==> src/rtl/median_stream_finder.sv <==
// Streaming median finder: loads N samples over a valid/ready handshake, sorts them
// with an odd-even transposition network (one pass per cycle), then presents the median.
module median_stream_finder #(
  parameter int WIDTH = 4,
  parameter int N     = 5
) (
  input  logic             clk,
  input  logic             rst_n,
  input  logic             in_valid,
  input  logic [WIDTH-1:0] in_data,
  output logic             in_ready,
  output logic             out_valid,
  input  logic             out_ready,
  output logic [WIDTH-1:0] median,
  output logic             busy
);

  localparam int CW  = $clog2(N + 1);
  localparam int MID = (N - 1) / 2;

  if ((N % 2) == 0 || N < 3 || N > 15) begin : g_bad_n
    $error("median_stream_finder: N must be odd and within 3..15");
  end

  typedef enum logic [1:0] {LOAD, SORT, OUT} state_t;

  state_t           state, state_next;
  logic [WIDTH-1:0] sample_buf [N];
  logic [WIDTH-1:0] pass_out   [N];
  logic [CW-1:0]    load_cnt;
  logic [CW-1:0]    pass_cnt;
  logic             accept;

  assign accept = in_valid && in_ready;

  always_ff @(posedge clk or negedge rst_n) begin
    if (!rst_n) state <= LOAD;
    else        state <= state_next;
  end

  // in_ready is gated by rst_n so nothing looks acceptable while reset is held.
  always_comb begin
    state_next = state;
    in_ready   = 1'b0;
    out_valid  = 1'b0;
    busy       = 1'b0;
    case (state)
      LOAD: begin
        in_ready = rst_n;
        if (in_valid && rst_n && load_cnt == CW'(N - 1)) state_next = SORT;
      end
      SORT: begin
        busy = 1'b1;
        if (pass_cnt == CW'(N - 1)) state_next = OUT;
      end
      OUT: begin
        busy      = 1'b1;
        out_valid = 1'b1;
        if (out_ready) state_next = LOAD;
      end
      default: state_next = LOAD;
    endcase
  end

  // One transposition pass: pairs start at index 0 on even passes, index 1 on odd.
  always_comb begin
    pass_out = sample_buf;
    for (int i = 0; i < N - 1; i++) begin
      if (i[0] == pass_cnt[0] && sample_buf[i] > sample_buf[i+1]) begin
        pass_out[i]   = sample_buf[i+1];
        pass_out[i+1] = sample_buf[i];
      end
    end
  end

  always_ff @(posedge clk or negedge rst_n) begin
    if (!rst_n) begin
      for (int i = 0; i < N; i++) sample_buf[i] <= '0;
      load_cnt <= '0;
      pass_cnt <= '0;
      median   <= '0;
    end else begin
      case (state)
        LOAD: begin
          if (accept) begin
            sample_buf[load_cnt] <= in_data;
            load_cnt             <= load_cnt + 1'b1;
            if (load_cnt == CW'(N - 1)) pass_cnt <= '0;
          end
        end
        SORT: begin
          sample_buf <= pass_out;
          pass_cnt   <= pass_cnt + 1'b1;
          if (pass_cnt == CW'(N - 1)) median <= pass_out[MID];
        end
        OUT: begin
          if (out_ready) load_cnt <= '0;
        end
        default: ;
      endcase
    end
  end

endmodule

==> config.mk <==
export PLATFORM = sky130hd
export DESIGN_NAME = median_stream_finder
export DESIGN_NICKNAME = d
export VERILOG_FILES = /design/src/rtl/median_stream_finder.sv
export SDC_FILE = /design/constraint.sdc
export NUM_CORES = 1
export LEC_CHECK = 0
export BUFFER_PORTS_ARGS = -buffer_cell sky130_fd_sc_hd__buf_2
export CAP_MARGIN = 20
export CORE_ASPECT_RATIO = 0.8
export CORE_MARGIN = 5
export CORE_UTILIZATION = 50
export DETAILED_ROUTE_END_ITERATION = 16
export PLACE_DENSITY_LB_ADDON = 0.12
export SYNTH_ARGS = -nofsm -noshare
export SYNTH_HDL_FRONTEND = slang
export SYNTH_SLANG_ARGS = --single-unit
==> constraint.sdc <==
create_clock -name clk -period 2.3 [get_ports clk]
set_input_delay 0.115 -clock clk [delete_from_list [all_inputs] [get_ports clk]]
set_output_delay 0.115 -clock clk [all_outputs]
set_load 0.01 [all_outputs]
==> results of run 1 <==
worst max-delay path by stage:
stage / endpoint / depth (start not counted) / slack (ns) / startpoint
final: sample_buf[15] / 8 / 0.11 / sample_buf[14]
after global routing: sample_buf[12] / 8 / 0.007 / sample_buf[14]
after detailed placement: sample_buf[13] / 8 / 0.13 / sample_buf[14]
after global placement: sample_buf[13] / 8 / 0.16 / sample_buf[14]
after CTS: sample_buf[13] / 8 / 0.12 / sample_buf[14]
after floorplan: sample_buf[12] / 8 / 0.23 / sample_buf[14]
kinds of logic (layout without fill, tap and decap cells):
kind of cell	Yosys count	after routing
compound gates	82	82
simple gates	69	69
buf+inv	33	57
flops	32	32
fa+ha+maj	24	24
mux	17	17
per-layer routing:
layer | wire [um] | part of all wire, % | global-route usage [%] | vias to the layer above
met2 | 2240 | 42 | 26.6 | 59
met5 | 0 | 0 | 0 | -
met1 | 2660 | 50 | 29.3 | 935
met4 | 59 | 1.1 | 4.57 | 0
li1 | - | - | - | 978
met3 | 347 | 6.5 | 4.00 | 7
power groups by stage:
stage,sequential [W],combinational [W],clock [W]
2_1_floorplan,0.00107,0.00177,0
3_3_place_gp,0.00112,0.00235,0
3_5_place_dp,0.00113,0.00238,0
4_1_cts,0.00112,0.00240,0.000395
5_1_grt,0.00117,0.00276,0.000423
6_report,0.00113,0.00240,0.000385
worst register-to-register path: stages, from the launching register on:
cell,delay (ns)
sky130_fd_sc_hd__dfrtp_1,0.39
sky130_fd_sc_hd__inv_1,0.08
sky130_fd_sc_hd__ha_1,0.31
sky130_fd_sc_hd__a21o_1,0.18
sky130_fd_sc_hd__a211o_1,0.29
sky130_fd_sc_hd__o22ai_2,0.15
sky130_fd_sc_hd__inv_1,0.07
sky130_fd_sc_hd__o221a_4,0.31
sky130_fd_sc_hd__mux2_4,0.30
flip-flops by register name, summed over array words and instances, names as in the netlist:
name / cells
sample_buf: 20
median: 4
pass_cnt: 3
load_cnt: 3
state: 2
stage by stage:
stage / hold WS (ns) / cell area (um^2) / instances / total power, W
floorplan: -0.181 / 2260 / 257 / 0.00283
global placement: -0.00257 / 2460 / 332 / 0.00348
detailed placement: -0.00466 / 2460 / 332 / 0.00352
finish: 0.237 / 2540 / 338 / 0.00391
global route: 0.244 / 2540 / 338 / 0.00435
CTS: 0.232 / 2530 / 338 / 0.00392
cell usage in the layout, fill, tap and decap left out, types with 2 or more instances in the layout:
master,count
sky130_fd_sc_hd__inv_1,24
sky130_fd_sc_hd__nand2_1,34
sky130_fd_sc_hd__buf_2,14
sky130_fd_sc_hd__nand2b_1,2
sky130_fd_sc_hd__a221oi_1,4
sky130_fd_sc_hd__o22ai_1,5
sky130_fd_sc_hd__mux2_4,4
sky130_fd_sc_hd__ha_1,23
sky130_fd_sc_hd__clkbuf_8,5
sky130_fd_sc_hd__a21oi_1,23
sky130_fd_sc_hd__nor3_1,5
sky130_fd_sc_hd__a32oi_1,8
sky130_fd_sc_hd__mux2i_1,12
sky130_fd_sc_hd__o21ai_0,22
sky130_fd_sc_hd__and2_1,2
sky130_fd_sc_hd__nand4_1,2
sky130_fd_sc_hd__buf_4,12
sky130_fd_sc_hd__nor2_1,13
sky130_fd_sc_hd__o211ai_1,3
sky130_fd_sc_hd__nand3_1,5
sky130_fd_sc_hd__a22oi_1,4
sky130_fd_sc_hd__a22o_1,3
sky130_fd_sc_hd__dfrtp_1,32
sky130_fd_sc_hd__nor2b_1,3
area by class of cell:
type | instances | area [um^2]
clock buffer | 5 | 68.8
tap | 57 | 71.3
sequential | 32 | 801
fill | 396 | 1740
multi-input combinational | 192 | 1340
timing repair buffer | 27 | 170
inverter | 25 | 93.8
timing repair:
action                                 in CTS  in global routing
setup endpoints to repair                   0                  5
gates resized for setup                     0                  2
hold buffers                                1                  0
setup buffers                               0                  0
endpoints found under the hold margin       7                  0
==> implementation parameters, run 1 <==
Parameter                              Value

Routing
  DRC Markers ... 0
  Detail Route Antenna Nets ... 0
  Routed via count divided by cell count ... 5.86
  WL/cell ... 15.7 um
  Via count of the routed design ... 1979
  Routed wire length ... 5300 um
  Initial DRT Pass Iterations ... 4
  Iteration-0 DRC count of the detailed router ... 162

Worst setup path
  Family of cells with the greatest summed delay on the critical path ... compound AO/OA/AOI/OAI gates
  Maximum cell stage delay along the critical path ... 0.39 ns
  Maximum net fanout on the critical path ... 4
  Worst Path Buf+Inv ... 2
  Most frequent cell on the critical path ... sky130_fd_sc_hd__inv_1
  Startpoint class of the critical path ... flop
  WS Path Type ... reg2reg
  Minimum setup slack among reg-to-reg paths ... 0.11 ns
  Critical-path cell list ... inv_1, ha_1, a21o_1, a211o_1, o22ai_2, inv_1, o221a_4, mux2_4
  Worst Setup End Kind ... flop
  CP Data Arrival Time ... 2.35 ns
  Reg2Reg Depth ... 8
  CP required ... 2.46 ns
  Slowest cell on the critical path ... sky130_fd_sc_hd__dfrtp_1
  Launch point of the worst reg-to-reg path ... sample_buf[14]
  Capture instance of the worst register-to-register path ... sample_buf[15]

STA
  Period utilisation layout ... 95.3%
  RSZ-0062 raised after global routing ... false
  Final worst-path setup slack ... 0.108 ns
  Fmax achieved ... 0.456 GHz
  Pins over their slew limit ... 0
  Maximum clock skew at final layout ... 0.00698 ns
  Number of hold-slack violations in the final timing report ... 0
  Relative slew slack ... 62.3%
  Transition time at the pin with the least slew margin ... 0.562 ns
  Minimum clock period after layout ... 2.19 ns
  Total setup violations reported at the end of the flow ... 0
  Sum of negative setup slack ... 0 ns

Pwr
  Sequential share of power ... 28.8%
  Static power due to leakage ... 1.18 nW
  Internal cell power ... 0.00210 W
  Combinational cell fraction of total power ... 61.4%
  Clock network fraction of total power ... 9.8%
  Switching power as a share of total power ... 46.4%
  Switching component of the power ... 0.00182 W
  Power per cell area ... 1540 nW/um^2
  Worst ir drop on vdd ... 0.000703 V

Yosys
  Mean instance size in the synthesized netlist ... 8.79 um^2
  Number of synthesized flops with an enable pin ... 0
  Yosys top cell by area ... sky130_fd_sc_hd__dfrtp_1
  Post-synth cell types ... 37
  Yosys warns ... 0
  Area share of fa/ha/maj cells after synthesis ... 13.3%
  Most used standard cell by instance count after synthesis ... sky130_fd_sc_hd__nand2_1
  Sequential element share of the synthesized area ... 35.4%
  Async SR Flop Fraction ... 100%
  Combinational family with the most area after synthesis ... compound AO/OA/AOI/OAI gates
  Leading post-synthesis cells by instance count ... sky130_fd_sc_hd__nand2_1, sky130_fd_sc_hd__dfrtp_1, sky130_fd_sc_hd__ha_1, sky130_fd_sc_hd__inv_1, sky130_fd_sc_hd__a21oi_1
  Syn Std Cell Area ... 2260 um^2
  Compound-Gate Fraction of Synth Area ... 23.8%
  Flip-flop and latch count after synthesis ... 32
  Mapped Cells ... 257
  Simple logic cell fraction of the synthesized area ... 13.3%
  Xor and xnor fraction of the mapped netlist area ... 0%
  Prevailing post-synth register cell ... sky130_fd_sc_hd__dfrtp_1
  Post-synthesis net count ... 289
  Proportion of netlist area held by the largest area contributor ... 35.4%
  Multiplexer area fraction after synthesis ... 8.47%
  Synth area leaders ... sky130_fd_sc_hd__dfrtp_1, sky130_fd_sc_hd__ha_1, sky130_fd_sc_hd__nand2_1

Global route
  Global-route congestion overflow total ... 0
  Global routing usage summed across all routing layers ... 19.0%
  First-pass GRT wire length ... 9090 um
  Initial antenna violation count ... 0
  Via count of the first global-routing pass ... 1839
  Pin count of the biggest net entering global routing ... 27

Floorplan
  Boundary Pins ... 15
  Placeable core area ... 4280 um^2
  Vertical die dimension ... 70.1 um
  Area of the die ... 5970 um^2
  DIE WIDTH ... 85.2 um
  Site Rows ... 21
  Initial cell density of the core ... 52.8%

CTS
  Root buffer selected by CTS ... sky130_fd_sc_hd__clkbuf_8
  Bufs on Longest Clock Path ... 2
  Clock sink count ... 32
  H-Tree Level Count ... 2
  Clock-pin slew of the registers on the worst-case setup and hold paths ... 0.06 ns
  CTS tree ... yes
  Latest clock arrival within the worst-skew pair ... 0.27 ns
  Inserted Clock Buffers ... 5

Finish
  Share of the core filled with cells ... 59.3%
  Total Nets Final ... 315
  Fraction of final layout cells sized beyond drive strength 1 ... 14.6%
  Total inserted antenna cells ... 0
  Area added between synthesis and finish ... 12.4%

Placement
  Routability congestion estimate ... 0.828
  Hpwl dp ... 4040 um
  # port buffers ... 14
  Worst setup slack after placement ... 0.132 ns

Run
  MaxCap Viol Count ... 0

Min path
  Hold Path Class ... in2async

Status
  Outcome ... finished, final reports clean
(Power assumes the default switching activity.)
==> inputs of run 2 (changes only) <==
Settings changed: CORE_UTILIZATION 50 to 45.
==> run 2 against run 1 <==
Effect of this change:
- design area rose by 1.9%
- largest power group unchanged
- via count rose by 0.20%
- critical path type unchanged
- maximum frequency barely moved
- clock skew barely moved
- setup slack improved by 0.0019 ns
==> implementation parameters, run 2 (same netlist as run 1, synthesis figures left out) <==
Parameter                              Value

Pwr
  Power per cell area ... 1560 nW/um^2 (was 1540 nW/um^2)
  Worst ir drop on vdd ... 0.000731 V (was 0.000703 V)
  Static power due to leakage ... 1.21 nW (was 1.18 nW)

Global route
  Pin count of the biggest net entering global routing ... 27 (unchanged)
  Global-route congestion overflow total ... 0 (unchanged)
  Initial antenna violation count ... 0 (unchanged)
  First-pass GRT wire length ... 9520 um (was 9090 um)
  Via count of the first global-routing pass ... 1944 (was 1839)
  Global routing usage summed across all routing layers ... 19.0% (about the same)

Placement
  Hpwl dp ... 4230 um (was 4040 um)
  Worst setup slack after placement ... 0.109 ns (was 0.132 ns)
  Cell area reported after detailed placement ... 2480 um^2 (was 2460 um^2)
  Cells after DPL ... 339 (was 332)
  # port buffers ... 14 (unchanged)
  Routability congestion estimate ... 0.858 (was 0.828)

Floorplan
  Area of the die ... 6550 um^2 (was 5970 um^2)
  Site Rows ... 23 (was 21)
  DIE WIDTH ... 89.2 um (was 85.2 um)
  Boundary Pins ... 15 (unchanged)
  Placeable core area ... 4950 um^2 (was 4280 um^2)
  Vertical die dimension ... 73.4 um (was 70.1 um)
  Initial cell density of the core ... 45.7% (was 52.8%)

STA
  Final hold slack ... 0.216 ns (was 0.237 ns)
  Period utilisation layout ... 95.2% (was 95.3%)
  Relative slew slack ... 62.0% (was 62.3%)
  Total setup violations reported at the end of the flow ... 0 (unchanged)
  Minimum clock period after layout ... 2.19 ns (about the same)
  Fmax achieved ... 0.457 GHz (was 0.456 GHz)
  Transition time at the pin with the least slew margin ... 0.566 ns (was 0.562 ns)
  Number of hold-slack violations in the final timing report ... 0 (unchanged)
  Maximum clock skew at final layout ... 0.00714 ns (was 0.00698 ns)
  Final worst-path setup slack ... 0.110 ns (was 0.108 ns)
  Pins over their slew limit ... 0 (unchanged)

CTS
  Bufs on Longest Clock Path ... 2 (unchanged)
  H-Tree Level Count ... 2 (unchanged)
  Root buffer selected by CTS ... sky130_fd_sc_hd__clkbuf_8 (unchanged)
  CTS tree ... yes (unchanged)
  Latest clock arrival within the worst-skew pair ... 0.29 ns (was 0.27 ns)
  Clock sink count ... 32 (unchanged)
  Gates resized, CTS repair ... 0 (unchanged)
  Inserted Clock Buffers ... 5 (unchanged)
  Clock-pin slew of the registers on the worst-case setup and hold paths ... 0.07 ns (was 0.06 ns)

Finish
  Register containing the most flip-flops in the final layout ... sample_buf (unchanged)
  Commonest cells after routing, fill and taps aside ... sky130_fd_sc_hd__nand2_1, sky130_fd_sc_hd__dfrtp_1, sky130_fd_sc_hd__inv_1, sky130_fd_sc_hd__ha_1, sky130_fd_sc_hd__a21oi_1 (was sky130_fd_sc_hd__nand2_1, sky130_fd_sc_hd__dfrtp_1, sky130_fd_sc_hd__inv_1)
  Fraction of final layout cells sized beyond drive strength 1 ... 15.7% (was 14.6%)
  Non-filler instance count after layout ... 349 (was 338)
  Area added between synthesis and finish ... 14.5% (was 12.4%)
  Most frequent standard cell in the layout excluding fill and tap cells ... sky130_fd_sc_hd__nand2_1 (unchanged)
  Total Nets Final ... 318 (was 315)
  Regs by FF count ... sample_buf (20), median (4) (unchanged)
  Number of flip-flops under the largest register name ... 20 (unchanged)
  Total inserted antenna cells ... 0 (unchanged)
  Final instance area ... 2590 um^2 (was 2540 um^2)

Min path
  Hold Path Class ... in2async (unchanged)

Routing
  Routed via count divided by cell count ... 5.68 (was 5.86)
  Wire length the detailed router placed on met1 ... 2850 um (was 2660 um)
  Met2 wirelength from detailed routing ... 2540 um (was 2240 um)
  WL/cell ... 16.4 um (was 15.7 um)
  Initial DRT Pass Iterations ... 4 (unchanged)
  Detail Route met3 WL ... 254 um (was 347 um)
  Iteration-0 DRC count of the detailed router ... 99 (was 162)
  Top metal layer carrying routed signals ... met4 (unchanged)
  DRC Markers ... 0 (unchanged)
  Detail Route Antenna Nets ... 0 (unchanged)
  Routed wire length ... 5730 um (was 5300 um)
  Via count of the routed design ... 1983 (was 1979)

Run
  MaxCap Viol Count ... 0 (unchanged)

Worst setup path
  WS Path Type ... reg2reg (unchanged)
  Critical-path cell list ... inv_1, ha_1, a21o_1, a211o_1, o22ai_2, inv_1, o221a_4, mux2_4 (unchanged)
  Slowest cell on the critical path ... sky130_fd_sc_hd__dfrtp_1 (unchanged)
  Worst setup path start ... sample_buf[14] (unchanged)
  Launch point of the worst reg-to-reg path ... sample_buf[14] (unchanged)
  CP Data Arrival Time ... 2.37 ns (was 2.35 ns)
  Most frequent cell on the critical path ... sky130_fd_sc_hd__inv_1 (unchanged)
  Maximum cell stage delay along the critical path ... 0.38 ns (was 0.39 ns)
  Worst Setup End Kind ... flop (unchanged)
  Maximum net fanout on the critical path ... 4 (unchanged)
  Startpoint class of the critical path ... flop (unchanged)
  CP required ... 2.48 ns (was 2.46 ns)

Status
  Outcome ... finished, final reports clean (unchanged)
[run 2: changes by cell type in the layout (fill, tap and decap cells not counted)]
cell                       change
sky130_fd_sc_hd__ha_2          -1
sky130_fd_sc_hd__nor2_1        +1
sky130_fd_sc_hd__ha_1          +1
sky130_fd_sc_hd__nor2_2        -1
sky130_fd_sc_hd__buf_4         +3
sky130_fd_sc_hd__clkbuf_8      +1
sky130_fd_sc_hd__clkinv_2      +2
[run 2: worst max-delay path: cells and delay by family, from the launching register on]
kind            cells  cell delay [ns]
mux                 1             0.30
buf+inv             2             0.15
fa+ha+maj           1             0.31
compound gates      4             0.93
flops               1             0.38
[run 2: cell type report]
type / instances / area [um^2]
fill: 469 / 2360
multi-input combinational: 192 / 1330
sequential: 32 / 801
timing repair buffer: 30 / 193
inverter: 25 / 93.8
clock buffer: 6 / 82.6
tap: 62 / 77.6
clock inverter: 2 / 10.0
[run 2: layer usage]
metal  track usage [%]  vias to the layer above
met3              3.70                       10
li1                  -                      995
met2              28.4                       42
met5                 0                        -
met1              27.7                      936
met4              5.95                        0
[run 2: path summary, 6_finish.rpt]
check / slack, ns / depth (start not counted) / end
max: 0.11 / 8 / sample_buf[12]
min: 0.22 / 2 / state[1]
max reg2reg: 0.11 / 8 / sample_buf[12]
min reg2reg: 0.48 / 2 / median[2]
max in group asynchronous: 1.46 / 3 / sample_buf[14]
min in group clk: 0.22 / 3 / sample_buf[16]
[run 2: timing repair]
item                       in CTS  in global routing
hold buffers                    1                  0
hold endpoints to repair        7                  0
setup buffers                   0                  1
setup endpoints to repair       0                  4
[run 2: report_power, final]
group / switching [W] / total (W) / internal [W]
logic: 0.00136 / 0.00244 / 0.00108
clock network: 0.000230 / 0.000469 / 0.000239
registers: 0.000296 / 0.00113 / 0.000836
total: 0.00188 / 0.00404 / 0.00216
[run 2: through the flow]
step | setup TNS [ns] | total power [W] | util (%)
floorplan | 0 | 0.00283 | -
global placement | 0 | 0.00351 | 50.1
detailed placement | 0 | 0.00355 | 50.1
CTS | 0 | 0.00404 | 52.1
global route | -0.00606 | 0.00445 | 52.3
finish | 0 | 0.00404 | 52.3
==> inputs of run 3 (changes only) <==
Settings changed: CTS_CLUSTER_DIAMETER from default to 150, REMOVE_ABC_BUFFERS from default to 1.
Clock period 2.3 ns to 2.4 ns, I/O delays scaled along.
==> run 3 against run 2 <==
Effect of this change:
- clock power increased by 14%
- first-iteration DRC count increased by 49%
- combinational power decreased by 5%
- maximum frequency decreased by 0.64%
- largest power group unchanged
- highest routed layer unchanged
==> implementation parameters, run 3 (same netlist as run 1, synthesis figures left out) <==
Parameter                              Value

Status
  Outcome ... finished, final reports clean (unchanged)

CTS
  Number of hold buffers added after cts ... 1 (unchanged)
  Setup Buffers After CTS ... 0 (unchanged)
  Bufs on Longest Clock Path ... 2 (unchanged)
  Gates resized, CTS repair ... 0 (unchanged)
  Latest clock arrival within the worst-skew pair ... 0.29 ns (about the same)
  Inserted Clock Buffers ... 5 (unchanged)
  Root buffer selected by CTS ... sky130_fd_sc_hd__clkbuf_8 (unchanged)
  H-Tree Level Count ... 2 (unchanged)
  Clock sink count ... 32 (unchanged)
  Clock-pin slew of the registers on the worst-case setup and hold paths ... 0.08 ns (was 0.07 ns)
  CTS tree ... yes (unchanged)

Finish
  Most frequent standard cell in the layout excluding fill and tap cells ... sky130_fd_sc_hd__nand2_1 (unchanged)
  Register containing the most flip-flops in the final layout ... sample_buf (unchanged)
  Total Nets Final ... 318 (unchanged)
  Area of the multi-input gates ... 1330 um^2 (unchanged)
  Commonest cells after routing, fill and taps aside ... sky130_fd_sc_hd__nand2_1, sky130_fd_sc_hd__dfrtp_1, sky130_fd_sc_hd__inv_1, sky130_fd_sc_hd__ha_1, sky130_fd_sc_hd__a21oi_1 (unchanged)
  Fillcell total ... 472 (was 469)
  Final instance area ... 2610 um^2 (was 2590 um^2)
  Regs by FF count ... sample_buf (20), median (4) (unchanged)
  Area added between synthesis and finish ... 15.3% (was 14.5%)
  Share of the core filled with cells ... 52.7% (was 52.3%)
  Register area ... 801 um^2 (unchanged)
  Fraction of final layout cells sized beyond drive strength 1 ... 15.7% (unchanged)
  Total inserted antenna cells ... 0 (unchanged)
  Number of flip-flops under the largest register name ... 20 (unchanged)

Floorplan
  Area of the die ... 6550 um^2 (unchanged)
  DIE WIDTH ... 89.2 um (unchanged)
  Placeable core area ... 4950 um^2 (unchanged)
  Initial cell density of the core ... 45.7% (unchanged)
  Boundary Pins ... 15 (unchanged)
  Site Rows ... 23 (unchanged)
  Vertical die dimension ... 73.4 um (unchanged)

STA
  Final worst-path setup slack ... 0.196 ns (was 0.110 ns)
  Relative slew slack ... 60.6% (was 62.0%)
  RSZ-0062 raised after global routing ... false
  Minimum clock period after layout ... 2.20 ns (was 2.19 ns)
  Maximum clock skew at final layout ... 0.00675 ns (was 0.00714 ns)
  Pins over their slew limit ... 0 (unchanged)
  Fmax achieved ... 0.454 GHz (was 0.457 GHz)
  Period utilisation layout ... 91.8% (was 95.2%)
  Number of hold-slack violations in the final timing report ... 0 (unchanged)
  Total setup violations reported at the end of the flow ... 0 (unchanged)
  Sum of negative setup slack ... 0 ns (unchanged)
  Transition time at the pin with the least slew margin ... 0.586 ns (was 0.566 ns)

Routing
  Routed via count divided by cell count ... 5.75 (was 5.68)
  Iteration-0 DRC count of the detailed router ... 148 (was 99)
  Detail Route Antenna Nets ... 0 (unchanged)
  Routed wire length ... 5580 um (was 5730 um)
  Initial DRT Pass Iterations ... 5 (was 4)
  WL/cell ... 16.0 um (was 16.4 um)
  DRC Markers ... 0 (unchanged)
  Via count of the routed design ... 2006 (was 1983)

Worst setup path
  WS Path Type ... reg2reg (unchanged)
  CP Data Arrival Time ... 2.38 ns (was 2.37 ns)
  Startpoint class of the critical path ... flop (unchanged)
  CP required ... 2.58 ns (was 2.48 ns)
  Critical-path cell list ... inv_1, ha_1, a21o_1, a211o_1, o22ai_2, inv_1, o221a_4, mux2_4 (unchanged)
  Most frequent cell on the critical path ... sky130_fd_sc_hd__inv_1 (unchanged)
  Reg2Reg Depth ... 8 (unchanged)
  Number of gates on the worst path with buffers counted ... 8 (unchanged)
  Family of cells with the greatest summed delay on the critical path ... compound AO/OA/AOI/OAI gates (unchanged)
  Worst Path Buf+Inv ... 2 (unchanged)
  Maximum net fanout on the critical path ... 4 (unchanged)
  Worst Setup End Kind ... flop (unchanged)
  Maximum cell stage delay along the critical path ... 0.40 ns (was 0.38 ns)
  Slowest cell on the critical path ... sky130_fd_sc_hd__dfrtp_1 (unchanged)

Placement
  Routability congestion estimate ... 0.801 (was 0.858)
  # port buffers ... 14 (unchanged)
  Worst setup slack after placement ... 0.214 ns (was 0.109 ns)
  Hpwl dp ... 4110 um (was 4230 um)
  Cell area reported after detailed placement ... 2480 um^2 (about the same)

Pwr
  Power per cell area ... 1520 nW/um^2 (was 1560 nW/um^2)
  Worst ir drop on vdd ... 0.000701 V (was 0.000731 V)
  Static power due to leakage ... 1.22 nW (was 1.21 nW)

Run
  MaxCap Viol Count ... 0 (unchanged)

Global route
  Pin count of the biggest net entering global routing ... 34 (was 27)
  First-pass GRT wire length ... 9430 um (was 9520 um)
  Via count of the first global-routing pass ... 1928 (was 1944)
  Global routing usage summed across all routing layers ... 18.7% (was 19.0%)
  Global-route congestion overflow total ... 0 (unchanged)
  Initial antenna violation count ... 0 (unchanged)

Min path
  Cell depth of the worst min-delay path ... 3
  Hold Path Class ... in2reg (was in2async)
run 3: final cells by class:
cell class | instances | area share, %
Inverter | 25 | 3.60
Multi-Input combinational cell | 192 | 51.0
Tap cell | 62 | 2.98
Timing Repair Buffer | 30 | 7.39
Clock buffer | 5 | 2.64
Clock inverter | 3 | 1.63
Sequential cell | 32 | 30.7
run 3: layer usage:
layer | GRT usage, % | part of all wire [%] | routed length [um]
met1 | 26.8 | 48 | 2690
met2 | 28.0 | 44 | 2440
met3 | 3.81 | 6.5 | 362
met4 | 6.28 | 1.7 | 93
met5 | 0 | 0 | 0
run 3: final timing paths:
| kind | startpoint | to | slack (ns) |
|---|---|---|---|
| worst min-delay path | in_data[0] | sample_buf[0] | 0.23 |
| min in group asynchronous | rst_n | sample_buf[19] | 0.45 |
| max in group asynchronous | rst_n | sample_buf[6] | 1.63 |
| worst min register to register | median[3] | median[3] | 0.48 |
| worst max-delay path | sample_buf[14] | sample_buf[12] | 0.20 |
| worst max register to register | sample_buf[14] | sample_buf[12] | 0.20 |
run 3: tightest hold or removal path: stages:
cell	delay [ns]
sky130_fd_sc_hd__buf_2	0.15
sky130_fd_sc_hd__a22oi_1	0.08
sky130_fd_sc_hd__o21ai_0	0.13
run 3: per-stage QoR:
stage / cells / power (W) / hold slack, ns
finish: 349 / 0.00395 / 0.230
global route: 349 / 0.00436 / 0.236
CTS: 349 / 0.00396 / 0.223
detailed placement: 340 / 0.00341 / 0.242
global placement: 340 / 0.00340 / 0.243
floorplan: 249 / 0.00268 / -0.176
run 3: power breakdown:
part | internal (W) | leakage [nW] | switching (W) | total [W]
Combinational | 0.00103 | 0.773 | 0.00130 | 0.00233
Sequential | 0.000801 | 0.388 | 0.000287 | 0.00109
Clock | 0.000307 | 0.0541 | 0.000226 | 0.000533
Total | 0.00214 | 1.22 | 0.00182 | 0.00395
